`src/rtl/mult_wb_unit_pkg.sv`:
```
// Shared types and defaults for the shift-add multiplier with two-word register-file writeback.
package mult_wb_unit_pkg;
   localparam int DATA_W_DEF = 32;
   localparam int ADDR_W_DEF = 3;
   // Wide enough to hold ITER-1 for the default width, with headroom.
   localparam int CNT_W      = $clog2(DATA_W_DEF) + 1;

   typedef enum logic [1:0] {
      IDLE  = 2'd0,
      CALC  = 2'd1,
      WB_LO = 2'd2,
      WB_HI = 2'd3
   } state_e;
endpackage

```
`src/rtl/mult_wb_unit_if.sv`:
```
// Request / register-file writeback bundle between a requester and mult_wb_unit.
interface mult_wb_unit_if
   import mult_wb_unit_pkg::*;
#(
   parameter int DATA_W = DATA_W_DEF,
   parameter int ADDR_W = ADDR_W_DEF
);
   logic              start;
   logic [DATA_W-1:0] src1;
   logic [DATA_W-1:0] src2;
   logic [ADDR_W-1:0] dest_reg;
   logic              busy;
   logic              done;
   logic [ADDR_W-1:0] write_reg;
   logic [DATA_W-1:0] write_data;
   logic              reg_write;

   modport master (
      output start, src1, src2, dest_reg,
      input  busy, done, write_reg, write_data, reg_write
   );

   modport slave (
      input  start, src1, src2, dest_reg,
      output busy, done, write_reg, write_data, reg_write
   );
endinterface

```
`src/rtl/mult_wb_datapath.sv`:
```
// Shift-add datapath: multiplicand, {accumulator, multiplier} shift pair, adder and step counter.
module mult_wb_datapath
   import mult_wb_unit_pkg::*;
#(
   parameter int DATA_W = DATA_W_DEF,
   parameter int ITER   = DATA_W
) (
   input  logic                clk,
   input  logic                rst_n,
   input  logic                load,
   input  logic                step,
   input  logic [DATA_W-1:0]   src1,
   input  logic [DATA_W-1:0]   src2,
   output logic [2*DATA_W-1:0] product,
   output logic                last
);
   logic [DATA_W-1:0] mcand_q, mcand_d;
   logic [DATA_W-1:0] acc_q, acc_d;
   logic [DATA_W-1:0] mplier_q, mplier_d;
   logic [CNT_W-1:0]  cnt_q, cnt_d;
   logic [DATA_W-1:0] addend;
   logic [DATA_W:0]   sum;

   always_comb begin
      addend   = mplier_q[0] ? mcand_q : '0;
      sum      = {1'b0, acc_q} + {1'b0, addend};
      mcand_d  = mcand_q;
      acc_d    = acc_q;
      mplier_d = mplier_q;
      cnt_d    = cnt_q;
      if (load) begin
         mcand_d  = src1;
         mplier_d = src2;
         acc_d    = '0;
         cnt_d    = '0;
      end else if (step) begin
         // Carry drops into the accumulator MSB; retired multiplier bits make room for product low bits.
         acc_d    = sum[DATA_W:1];
         mplier_d = {sum[0], mplier_q[DATA_W-1:1]};
         cnt_d    = cnt_q + CNT_W'(1);
      end
   end

   always_ff @(posedge clk or negedge rst_n) begin
      if (!rst_n) begin
         mcand_q  <= '0;
         acc_q    <= '0;
         mplier_q <= '0;
         cnt_q    <= '0;
      end else begin
         mcand_q  <= mcand_d;
         acc_q    <= acc_d;
         mplier_q <= mplier_d;
         cnt_q    <= cnt_d;
      end
   end

   assign product = {acc_q, mplier_q};
   assign last    = (cnt_q == CNT_W'(ITER - 1));
endmodule

```
`src/rtl/mult_wb_unit.sv`:
```
// Unsigned multiplier that writes the double-width product back as two consecutive register words.
module mult_wb_unit
   import mult_wb_unit_pkg::*;
#(
   parameter int DATA_W = DATA_W_DEF,
   parameter int ADDR_W = ADDR_W_DEF,
   parameter int ITER   = DATA_W
) (
   input  logic          clk,
   input  logic          rst_n,
   mult_wb_unit_if.slave bus
);
   state_e            state_q, state_d;
   logic [ADDR_W-1:0] dest_q, dest_d;
   logic              busy_q, busy_d;
   logic              done_q, done_d;
   logic              reg_write_q, reg_write_d;
   logic [ADDR_W-1:0] write_reg_q, write_reg_d;
   logic [DATA_W-1:0] write_data_q, write_data_d;
   logic              load, step, last;
   logic [2*DATA_W-1:0] product;

   mult_wb_datapath #(.DATA_W(DATA_W), .ITER(ITER)) u_dp (
      .clk     (clk),
      .rst_n   (rst_n),
      .load    (load),
      .step    (step),
      .src1    (bus.src1),
      .src2    (bus.src2),
      .product (product),
      .last    (last)
   );

   always_comb begin
      state_d = state_q;
      load    = 1'b0;
      step    = 1'b0;
      case (state_q)
         IDLE: if (bus.start) begin
            load    = 1'b1;
            state_d = CALC;
         end
         CALC: begin
            step = 1'b1;
            if (last) state_d = WB_LO;
         end
         WB_LO:   state_d = WB_HI;
         WB_HI:   state_d = IDLE;
         default: state_d = IDLE;
      endcase
      dest_d = load ? bus.dest_reg : dest_q;

      // Outputs trail the state by one edge; product is frozen outside CALC.
      busy_d       = (state_d != IDLE);
      done_d       = 1'b0;
      reg_write_d  = 1'b0;
      write_reg_d  = '0;
      write_data_d = '0;
      case (state_q)
         WB_LO: begin
            reg_write_d  = 1'b1;
            write_reg_d  = dest_q;
            write_data_d = product[DATA_W-1:0];
         end
         WB_HI: begin
            reg_write_d  = 1'b1;
            write_reg_d  = dest_q + ADDR_W'(1);
            write_data_d = product[2*DATA_W-1:DATA_W];
            done_d       = 1'b1;
         end
         default: ;
      endcase
   end

   always_ff @(posedge clk or negedge rst_n) begin
      if (!rst_n) begin
         state_q      <= IDLE;
         dest_q       <= '0;
         busy_q       <= 1'b0;
         done_q       <= 1'b0;
         reg_write_q  <= 1'b0;
         write_reg_q  <= '0;
         write_data_q <= '0;
      end else begin
         state_q      <= state_d;
         dest_q       <= dest_d;
         busy_q       <= busy_d;
         done_q       <= done_d;
         reg_write_q  <= reg_write_d;
         write_reg_q  <= write_reg_d;
         write_data_q <= write_data_d;
      end
   end

   assign bus.busy       = busy_q;
   assign bus.done       = done_q;
   assign bus.reg_write  = reg_write_q;
   assign bus.write_reg  = write_reg_q;
   assign bus.write_data = write_data_q;
endmodule

```
`src/flat_wrapper.sv`:
```
// flat-port wrapper written by rule: the top's interface ports become plain ports
module mult_wb_unit_flat import mult_wb_unit_pkg::*;
#(
   parameter int DATA_W = DATA_W_DEF,
   parameter int ADDR_W = ADDR_W_DEF,
   parameter int ITER   = DATA_W
)
  (clk, rst_n, bus_start, bus_src1, bus_src2, bus_dest_reg, bus_busy, bus_done, bus_write_reg, bus_write_data, bus_reg_write);
  mult_wb_unit_if #(.DATA_W(DATA_W), .ADDR_W(ADDR_W)) bus_i ();
  input  logic clk;
  input  logic rst_n;
  input wire logic [$bits(bus_i.start)-1:0] bus_start;
  input wire logic [$bits(bus_i.src1)-1:0] bus_src1;
  input wire logic [$bits(bus_i.src2)-1:0] bus_src2;
  input wire logic [$bits(bus_i.dest_reg)-1:0] bus_dest_reg;
  output wire logic [$bits(bus_i.busy)-1:0] bus_busy;
  output wire logic [$bits(bus_i.done)-1:0] bus_done;
  output wire logic [$bits(bus_i.write_reg)-1:0] bus_write_reg;
  output wire logic [$bits(bus_i.write_data)-1:0] bus_write_data;
  output wire logic [$bits(bus_i.reg_write)-1:0] bus_reg_write;
  assign bus_i.start = bus_start;
  assign bus_i.src1 = bus_src1;
  assign bus_i.src2 = bus_src2;
  assign bus_i.dest_reg = bus_dest_reg;
  assign bus_busy = bus_i.busy;
  assign bus_done = bus_i.done;
  assign bus_write_reg = bus_i.write_reg;
  assign bus_write_data = bus_i.write_data;
  assign bus_reg_write = bus_i.reg_write;
  mult_wb_unit #(.DATA_W(DATA_W), .ADDR_W(ADDR_W), .ITER(ITER)) u_core (.clk(clk), .rst_n(rst_n), .bus(bus_i));
endmodule
```
`config.mk`:
```
export PLATFORM = sky130hd
export DESIGN_NAME = mult_wb_unit_flat
export DESIGN_NICKNAME = d
export VERILOG_FILES = /design/src/rtl/mult_wb_unit_pkg.sv /design/src/rtl/mult_wb_unit_if.sv /design/src/rtl/mult_wb_datapath.sv /design/src/rtl/mult_wb_unit.sv /design/src/flat_wrapper.sv
export SDC_FILE = /design/constraint.sdc
export NUM_CORES = 1
export LEC_CHECK = 0
export CORE_UTILIZATION = 58
export CTS_BUF_LIST = sky130_fd_sc_hd__clkbuf_2 sky130_fd_sc_hd__clkbuf_4 sky130_fd_sc_hd__clkbuf_8
export DETAILED_ROUTE_END_ITERATION = 10
export PLACE_DENSITY = 0.84
export SETUP_SLACK_MARGIN = 0.2
export SKIP_CTS_REPAIR_TIMING = 1
export SLEW_MARGIN = 20
export SYNTH_ARGS = -nofsm -noshare
export SYNTH_HDL_FRONTEND = slang
export SYNTH_HIERARCHICAL = 1
export SYNTH_SLANG_ARGS = --single-unit
```
`constraint.sdc`:
```
create_clock -name clk -period 4.2 [get_ports clk]
set_input_delay 0.42 -clock clk [delete_from_list [all_inputs] [get_ports clk]]
set_output_delay 0.42 -clock clk [all_outputs]
set_load 0.05 [all_outputs]
```
* Word-level counts from Yosys, hierarchy flattened
Index checks and enable logic that the tools add are counted.
Operators by class: add/sub/neg operators 3, equality and inequality tests 4, muxes and demuxes 17, reduce and logical (&&, ||, !) cells 4
Operator list (count):
- $mux W32 | 5
- $pmux W32 S2 | 1
- $add A32 B32 Y33 | 1
- $mux W6 | 2
- $pmux W2 S4 | 1
- $add A6 B1 Y6 const B | 1
- $eq A6 B5 Y1 const B | 1
- $pmux W3 S2 | 1
- $mux W1 | 5
- $eq A2 B2 Y1 const B | 2
- $mux W2 | 2
- $reduce_bool A2 Y1 | 2
- $add A3 B1 Y3 const B | 1
- $eq A2 B1 Y1 const B | 1
- $logic_not A2 Y1 | 1
- $reduce_or A2 Y1 | 1
Storage, ports and cells: register bits 145, bits of input ports 70, output and inout bits 38, word-level logic and storage cells 39

* Longest topological paths before layout
Gate-level depths: netlist (run 1).
depth after elaboration 4, depth in mapped cells 11, mapped depth without buffers 10

* By module
Netlist (run 1), hierarchy kept.
Modules (own cells, without submodules):
- mult_wb_datapath | times used 1, cells each 661, area an instance 6263.5 um^2, sequential area each 2552.4 um^2
- mult_wb_unit | times used 1, cells each 137, area an instance 1736.7 um^2, sequential area each 1076.0 um^2

* Worst setup path before layout (run 1)
OpenSTA, ideal clock, no wires.
kind register to register, start reg u_core.u_dp.mplier_q[0], end reg u_core.u_dp.acc_q[30], library setup time 0.122 ns, arrival time 2.593 ns, data required time 4.078 ns, setup slack 1.486 ns, stages on the path, launching flop included 10, buffers on the path 1, period minus slack after synthesis 2.714 ns, cells stage by stage dfrtp_1 > clkbuf_1 > and2_1 > ha_1 > a21o_1 > a2111o_1 > o2111ai_2 > a2111oi_1 > or3_1 > a32o_1
On the way: word-level cells in the longest chain between the ends 4
Ends and longest elaborated chain:
- from (decl) | RTL line mult_wb_datapath.sv:19 | logic [DATA_W-1:0] mplier_q, mplier_d;
- from (signal assigned) | RTL line mult_wb_datapath.sv:53 | mplier_q <= mplier_d;
- $mux W32 | RTL line mult_wb_datapath.sv:25 | addend = mplier_q[0] ? mcand_q : '0;
- $add A32 B32 Y33 | RTL line mult_wb_datapath.sv:26 | sum = {1'b0, acc_q} + {1'b0, addend};
- $mux W32 | RTL line mult_wb_datapath.sv:36 | end else if (step) begin
- $mux W32 | RTL line mult_wb_datapath.sv:31 | if (load) begin
- to (signal assigned) | RTL line mult_wb_datapath.sv:47 | acc_q <= '0;
- to (signal assigned) | RTL line mult_wb_datapath.sv:52 | acc_q <= acc_d;
- to (decl) | RTL line mult_wb_datapath.sv:18 | logic [DATA_W-1:0] acc_q, acc_d;
No other way between the ends. The select of a mux whose other input is x is not followed. A chain may end at the register's enable or synchronous reset.

* Worst setup path after layout (run 1)
start reg u_core.u_dp.mplier_q[0], end reg u_core.u_dp.acc_q[23]
The elaborated chain is that of the path after synthesis.

==> results of run 1 <==
worst paths after layout:
| check | to | startpoint | slack, ns | cells past startpoint |
|---|---|---|---|---|
| min reg2reg | u_core/u_dp/mcand_q[2] | u_core/u_dp/mcand_q[2] | 0.50 | 1 |
| min | u_core/state_q[1] | rst_n | 0.07 | 1 |
| max reg2reg | u_core/u_dp/acc_q[23] | u_core/u_dp/mplier_q[0] | 0.80 | 10 |
| max in group asynchronous | u_core/u_dp/mcand_q[12] | rst_n | 3.16 | 2 |
| max | u_core/u_dp/acc_q[23] | u_core/u_dp/mplier_q[0] | 0.80 | 10 |
| min in group clk | u_core/u_dp/mcand_q[2] | u_core/u_dp/mcand_q[2] | 0.50 | 1 |
area by class of cell:
type | count | area, µm²
multi-input combinational | 595 | 4140
fill | 1003 | 3796
sequential | 145 | 3630
timing repair buffer | 113 | 1132
clock buffer | 21 | 270.3
tap | 176 | 220.2
clock inverter | 9 | 110.1
inverter | 13 | 48.80
power groups by stage:
stage	clock, µW	combinational (µW)	sequential [µW]
after detailed placement	0	3860	2500
after CTS	1100	3890	2480
after floorplan	0	2990	2330
final	1080	3960	2490
after global routing	1160	4340	2550
after global placement	0	3760	2470
metal layers:
layer | vias up | GRT usage | share of wire
met1 | 3187 | 0.4431 | 0.46
met2 | 285 | 0.4473 | 0.46
met4 | 0 | 0.07891 | 0.012
li1 | 3047 | - | -
met5 | - | 0 | 0
met3 | 22 | 0.06322 | 0.074
cells by family after synthesis:
kind of cell    after synthesis  share of synthesized area
simple gates                249                     0.1523
compound gates              194                     0.1584
flops                       145                     0.4536
mux                         104                     0.1356
buf+inv                      58                    0.03018
fa+ha+maj                    35                    0.05568
xor+xnor                     13                    0.01423
synth_stat cells, types with 3 or more instances:
cell type	count
buf_4	3
a32o_1	8
ha_1	34
dfrtp_1	145
nand3_1	12
nand4_1	12
a211oi_1	8
a21oi_1	45
inv_1	12
buf_1	9
or4_1	3
nand3b_1	3
xor2_1	6
or3_1	12
a31oi_1	5
clkbuf_1	28
nand2_1	76
nor3_1	7
o21ai_0	73
nor2b_1	5
and3_1	6
buf_2	4
a221o_1	3
and2_1	37
xnor2_1	7
o21a_1	5
a21o_1	13
nor2_1	64
mux2i_1	69
mux2_2	35
o211ai_1	4
nand2b_1	4
metrics by stage:
| step | hold WS, ns | instances | util | worst slack, ns |
|---|---|---|---|---|
| 2_1_floorplan | 0.1244 | 798 | - | 1.486 |
| 3_3_place_gp | 0.4829 | 1042 | 0.6869 | 0.8960 |
| 3_5_place_dp | 0.4915 | 1042 | 0.6869 | 0.7985 |
| 4_1_cts | 0.1440 | 1072 | 0.7154 | 0.7863 |
| 5_1_grt | 0.1477 | 1072 | 0.7156 | 0.5404 |
| 6_report | 0.06891 | 1072 | 0.7156 | 0.7951 |
==> summary.txt, run 1 <==
Routing
  – Total vias in the final route: 6,541
  – Number of routed nets with antenna violations: 0
  – Detailed Routing Iterations Pass 1: 5
  – Via/cell ratio: 6.102
  – Routed wire length: 20,290 µm
  – Routed WL per cell: 18.92 µm
  – Initial DRC Count: 670
  – Residual DRC count: 0

STA
  – Final setup violating endpoints: 0
  – TNS Setup: 0 ns
  – Max frequency: 0.2937 GHz
  – Final min period: 3.405 ns
  – RSZ-0062 raised after global routing: no
  – Least-Margin Pin Slew: 1.072 ns
  – Setup Skew: 0.01035 ns
  – Period utilization: 0.8107
  – Max-slew violation count: 0
  – Hold violation count in the final report: 0
  – Slew margin rel.: 0.2849

Clocking
  – CTS buffer count: 17
  – # clock sinks: 145
  – Clock buffer depth: 2
  – Clock transition at path regs: 0.08 ns
  – Root Buffer: clkbuf_8
  – H-tree depth: 4
  – CTS tree: built
  – Clock Latency Late Sink: 0.45 ns

Synth
  – Most used DFF post-synth: dfrtp_1
  – Avg Inst Size Synth: 10.03 µm²
  – Top cells by area, synth: dfrtp_1, mux2i_1, ha_1
  – Number of synthesized flops with an enable pin: 0
  – Largest area contributor in the netlist: dfrtp_1
  – Syn_nets: 903
  – Cell Area, Synth: 8000 µm²
  – Gate Count Post-Synth: 798
  – Top cell type's share of synthesized area: 0.4536
  – Synth warn: 6
  – Async S/R FF share, synth: 1.000
  – Synth cell types: 64
  – Yosys reg bits: 145
  – Seq/Total Area, Yosys: 0.4536

Final layout
  – Share of cells above drive strength 1: 0.09933
  – Area grow syn2layout: 19.39%
  – Most frequent cells in the layout: dfrtp_1, clkdlybuf4s50_1, nand2_1
  – Most common cell after layout, fill and taps aside: dfrtp_1
  – Fin area: 9552 µm²
  – # nets final: 990
  – N_diodes: 0

Floorplanning
  – Initial core utilization: 0.5994
  – Die height: 119.4 µm
  – # IOs: 108
  – Core Area: 13,350 µm²
  – Die area: 14,270 µm²
  – Row count: 42
  – Die W: 119.4 µm

Global routing
  – Congestion Overflow GR: 0
  – Number of global-route vias before repair: 6,411
  – First-pass GRT wire length: 33,330 µm
  – Largest net degree at the start of global routing: 113
  – Initial antenna violation count: 0
  – Global-route usage over all layers: 0.2998

Outcome
  – Status: finished, final reports clean

Pwr
  – Net Sw Frac: 0.4365
  – Power per Cell Area: 788.1 nW/µm²
  – Combinational group share of total power: 0.526
  – Worst VDD drop: 0.0004061 V
  – Net Switching: 3286 µW
  – Internal: 4242 µW
  – Total power: 7528 µW
  – Seq pwr share: 0.330
  – Clock share of power: 0.143
  – Lkg Pwr: 0.004582 µW

Critical path
  – Max FO, Critical Path: 34
  – Worst Path Arrival: 3.74 ns
  – Top cell by count, worst path: o21ai_0
  – CP Capture Type: flip-flop
  – Largest delay contributor family on the critical path: compound AO/OA/AOI/OAI gates
  – Setup crit start kind: flip-flop
  – Req. time, crit path: 4.54 ns
  – Worst Path Buf+Inv: 1
  – Crit path cell chain: and2_1 > ha_1 > inv_1 > fa_1 > nor2b_1 > o21ai_0 > a31oi_1 > o211a_1 > o21ai_0 > a32o_1
  – Critical-path top delay cell: dfrtp_1
  – Category of the critical setup timing path: reg -> reg
  – Critical Path Max Stage Delay: 0.97 ns

Place
  – Final HPWL DP: 14,100 µm
  – Placer Congestion: 0.9722
  – Placed inst area: 9169 µm²
  – Port-buffer cells: 107

Flow run
  – Max cap viols: 0

Hold path
  – Hold Crit Class: in -> async
Note: power is estimated with default switching activity, not from simulation.
==> run 2: changes to the inputs <==
--- a/config.mk
+++ b/config.mk
@@ -5,10 +5,10 @@
 export SDC_FILE = /design/constraint.sdc
 export NUM_CORES = 1
 export LEC_CHECK = 0
-export CORE_UTILIZATION = 58
+export CORE_UTILIZATION = 57
 export CTS_BUF_LIST = sky130_fd_sc_hd__clkbuf_2 sky130_fd_sc_hd__clkbuf_4 sky130_fd_sc_hd__clkbuf_8
 export DETAILED_ROUTE_END_ITERATION = 10
-export PLACE_DENSITY = 0.84
+export PLACE_DENSITY = 0.82
 export SETUP_SLACK_MARGIN = 0.2
 export SKIP_CTS_REPAIR_TIMING = 1
 export SLEW_MARGIN = 20
==> constraint.sdc (replaced) <==
create_clock -name clk -period 3.5 [get_ports clk]
set_input_delay 0.35 -clock clk [delete_from_list [all_inputs] [get_ports clk]]
set_output_delay 0.35 -clock clk [all_outputs]
set_load 0.05 [all_outputs]
==> run 2 against run 1 <==
The run now ends with hold timing left. Register-to-register slack worse by 0.28 ns. Utilization up 0.24 points. Worst setup slack worse by 0.28 ns. Total power up 23%. Via count up 0.29%. Cell count up 0.56%. Critical path type unchanged. Largest cell class unchanged. Maximum frequency up 14%. Highest routed layer unchanged. Non-clock buffer count up 4. Flip-flop and latch count unchanged. Worst hold slack worse by 0.11 ns.
==> summary.txt, run 2 (same netlist as run 1, synthesis figures left out) <==
Final layout
  – Area grow syn2layout: 20.74%
  – Most common cell after layout, fill and taps aside: dfrtp_1
  – # nets final: 994
  – N_diodes: 0
  – Final Instance Count excl. Fillers: 1,078
  – Share of cells above drive strength 1: 0.1053
  – Layout filler cell count: 1,000
  – Most frequent cells in the layout: dfrtp_1, clkdlybuf4s50_1, nand2_1

Clocking
  – CTS tree: built
  – Clock Latency Late Sink: 0.48 ns
  – # clock sinks: 145
  – CTS buffer count: 17
  – Root Buffer: clkbuf_8
  – H-tree depth: 4
  – Clock transition at path regs: 0.09 ns
  – Clock buffer depth: 2

Place
  – Final HPWL DP: 14,320 µm
  – Port-buffer cells: 107
  – Placer Congestion: 0.9514
  – Placed Cells: 1,046

Flow run
  – Max cap viols: 0

Global routing
  – Initial antenna violation count: 0
  – Global-route usage over all layers: 0.2949
  – Number of global-route vias before repair: 6,363
  – First-pass GRT wire length: 32,840 µm
  – Largest net degree at the start of global routing: 108
  – Congestion Overflow GR: 0

STA
  – Max-slew violation count: 0
  – Fin Hold WS: -0.04111 ns
  – Final setup violating endpoints: 0
  – TNS Setup: 0 ns
  – RSZ-0062 raised after global routing: no
  – Setup Skew: 0.01194 ns
  – Slew margin rel.: 0.3540
  – Hold violation count in the final report: 37
  – Max frequency: 0.3348 GHz
  – Final min period: 2.987 ns
  – Period utilization: 0.8534
  – Least-Margin Pin Slew: 0.9679 ns

Critical path
  – Crit path cell chain: buf_4 > and2_1 > ha_1 > nand2_1 > nor3_2 > o2111ai_2 > a2111oi_1 > o21ai_0 > a32o_1
  – Largest delay contributor family on the critical path: compound AO/OA/AOI/OAI gates
  – Worst Path Arrival: 3.35 ns
  – Reg-to-Reg Start: u_core/u_dp/mplier_q[0]
  – Critical Path Max Stage Delay: 0.57 ns
  – CP Capture Type: flip-flop
  – R2R cell count: 9
  – Critical-path top delay cell: a2111oi_1
  – Category of the critical setup timing path: reg -> reg
  – R2R setup slack: 0.51 ns
  – Setup crit start kind: flip-flop
  – Req. time, crit path: 3.86 ns
  – Max FO, Critical Path: 27
  – Worst Path Buf+Inv: 1
  – Reg2Reg Capture Point: u_core/u_dp/acc_q[26]

Routing
  – Initial DRC Count: 614
  – Routed wire length: 20,390 µm
  – Total vias in the final route: 6,560
  – Residual DRC count: 0
  – Via/cell ratio: 6.085
  – Routed WL per cell: 18.91 µm
  – Number of routed nets with antenna violations: 0
  – Detailed Routing Iterations Pass 1: 5

Outcome
  – Status: finished, violations left
  – Failing checks: hold timing

Pwr
  – Total power: 9252 µW
  – Power per Cell Area: 957.9 nW/µm²
  – Lkg Pwr: 0.004634 µW
  – Worst VDD drop: 0.0005618 V

Floorplanning
  – Core Area: 13,450 µm²
  – Die W: 120.5 µm
  – # IOs: 108
  – Die height: 120.5 µm
  – Row count: 42
  – Initial core utilization: 0.5947
  – Die area: 14,510 µm²

Hold path
  – Hold Crit Class: in -> async
run 2: worst max path at each step:
stage | startpoint | to | slack [ns] | depth (start not counted)
global route | u_core/u_dp/mplier_q[0] | u_core/u_dp/acc_q[19] | 0.34 | 10
floorplan | u_core/u_dp/mplier_q[0] | u_core/u_dp/acc_q[30] | 0.79 | 9
detailed placement | u_core/u_dp/mplier_q[0] | u_core/u_dp/acc_q[20] | 0.56 | 9
global placement | u_core/u_dp/mplier_q[0] | u_core/u_dp/acc_q[23] | 0.61 | 10
finish | u_core/u_dp/mplier_q[0] | u_core/u_dp/acc_q[26] | 0.51 | 9
CTS | u_core/u_dp/mplier_q[0] | u_core/u_dp/acc_q[20] | 0.55 | 9
run 2: cell type report:
class                   count  area [µm²]  share of cell area
flip-flops and latches    145        3630              0.3758
repair buffers            117        1172              0.1214
well taps                 176       220.2             0.02280
clock buffers              21       270.3             0.02798
inverters                  13       48.80            0.005052
clock inverters            11       177.7             0.01839
multi-input cells         595        4140              0.4286
run 2: routing by layer:
layer  track usage  share of wire  up-vias
li1              -              -     3063
met1        0.4327           0.47     3192
met2        0.4339           0.44      270
met3       0.06321          0.070       35
met4       0.09877          0.019        0
met5             0              0        -
run 2: power breakdown:
group          total [µW]  leakage [µW]  switching [µW]  internal [µW]
Clock                1500      0.000217             672            825
Combinational        4800       0.00260            2730           2080
Sequential           2950       0.00182             592           2360
Total                9250       0.00463            3990           5260
run 2: worst reg2reg max path, stage by stage, from the launching register on:
cell and delay, ns:
dfrtp_1 0.44, buf_4 0.25, and2_1 0.18, ha_1 0.37, nand2_1 0.14, nor3_2 0.27
o2111ai_2 0.24, a2111oi_1 0.57, o21ai_0 0.15, a32o_1 0.28
run 2: stage by stage:
step	instance area [µm²]	worst slack, ns	utilization
after floorplan	8000	0.7856	-
after detailed placement	9211	0.5578	0.6847
after global routing	9659	0.3387	0.7180
after global placement	9211	0.6149	0.6847
after CTS	9659	0.5479	0.7180
final	9659	0.5131	0.7180
==> run 3: changes to the inputs <==
--- a/config.mk
+++ b/config.mk
@@ -5,6 +5,7 @@
 export SDC_FILE = /design/constraint.sdc
 export NUM_CORES = 1
 export LEC_CHECK = 0
+export CAP_MARGIN = 20
 export CORE_UTILIZATION = 57
 export CTS_BUF_LIST = sky130_fd_sc_hd__clkbuf_2 sky130_fd_sc_hd__clkbuf_4 sky130_fd_sc_hd__clkbuf_8
 export DETAILED_ROUTE_END_ITERATION = 10
==> results of run 3 <==
The final DEF is identical to that of run 2; final timing and power are the same.
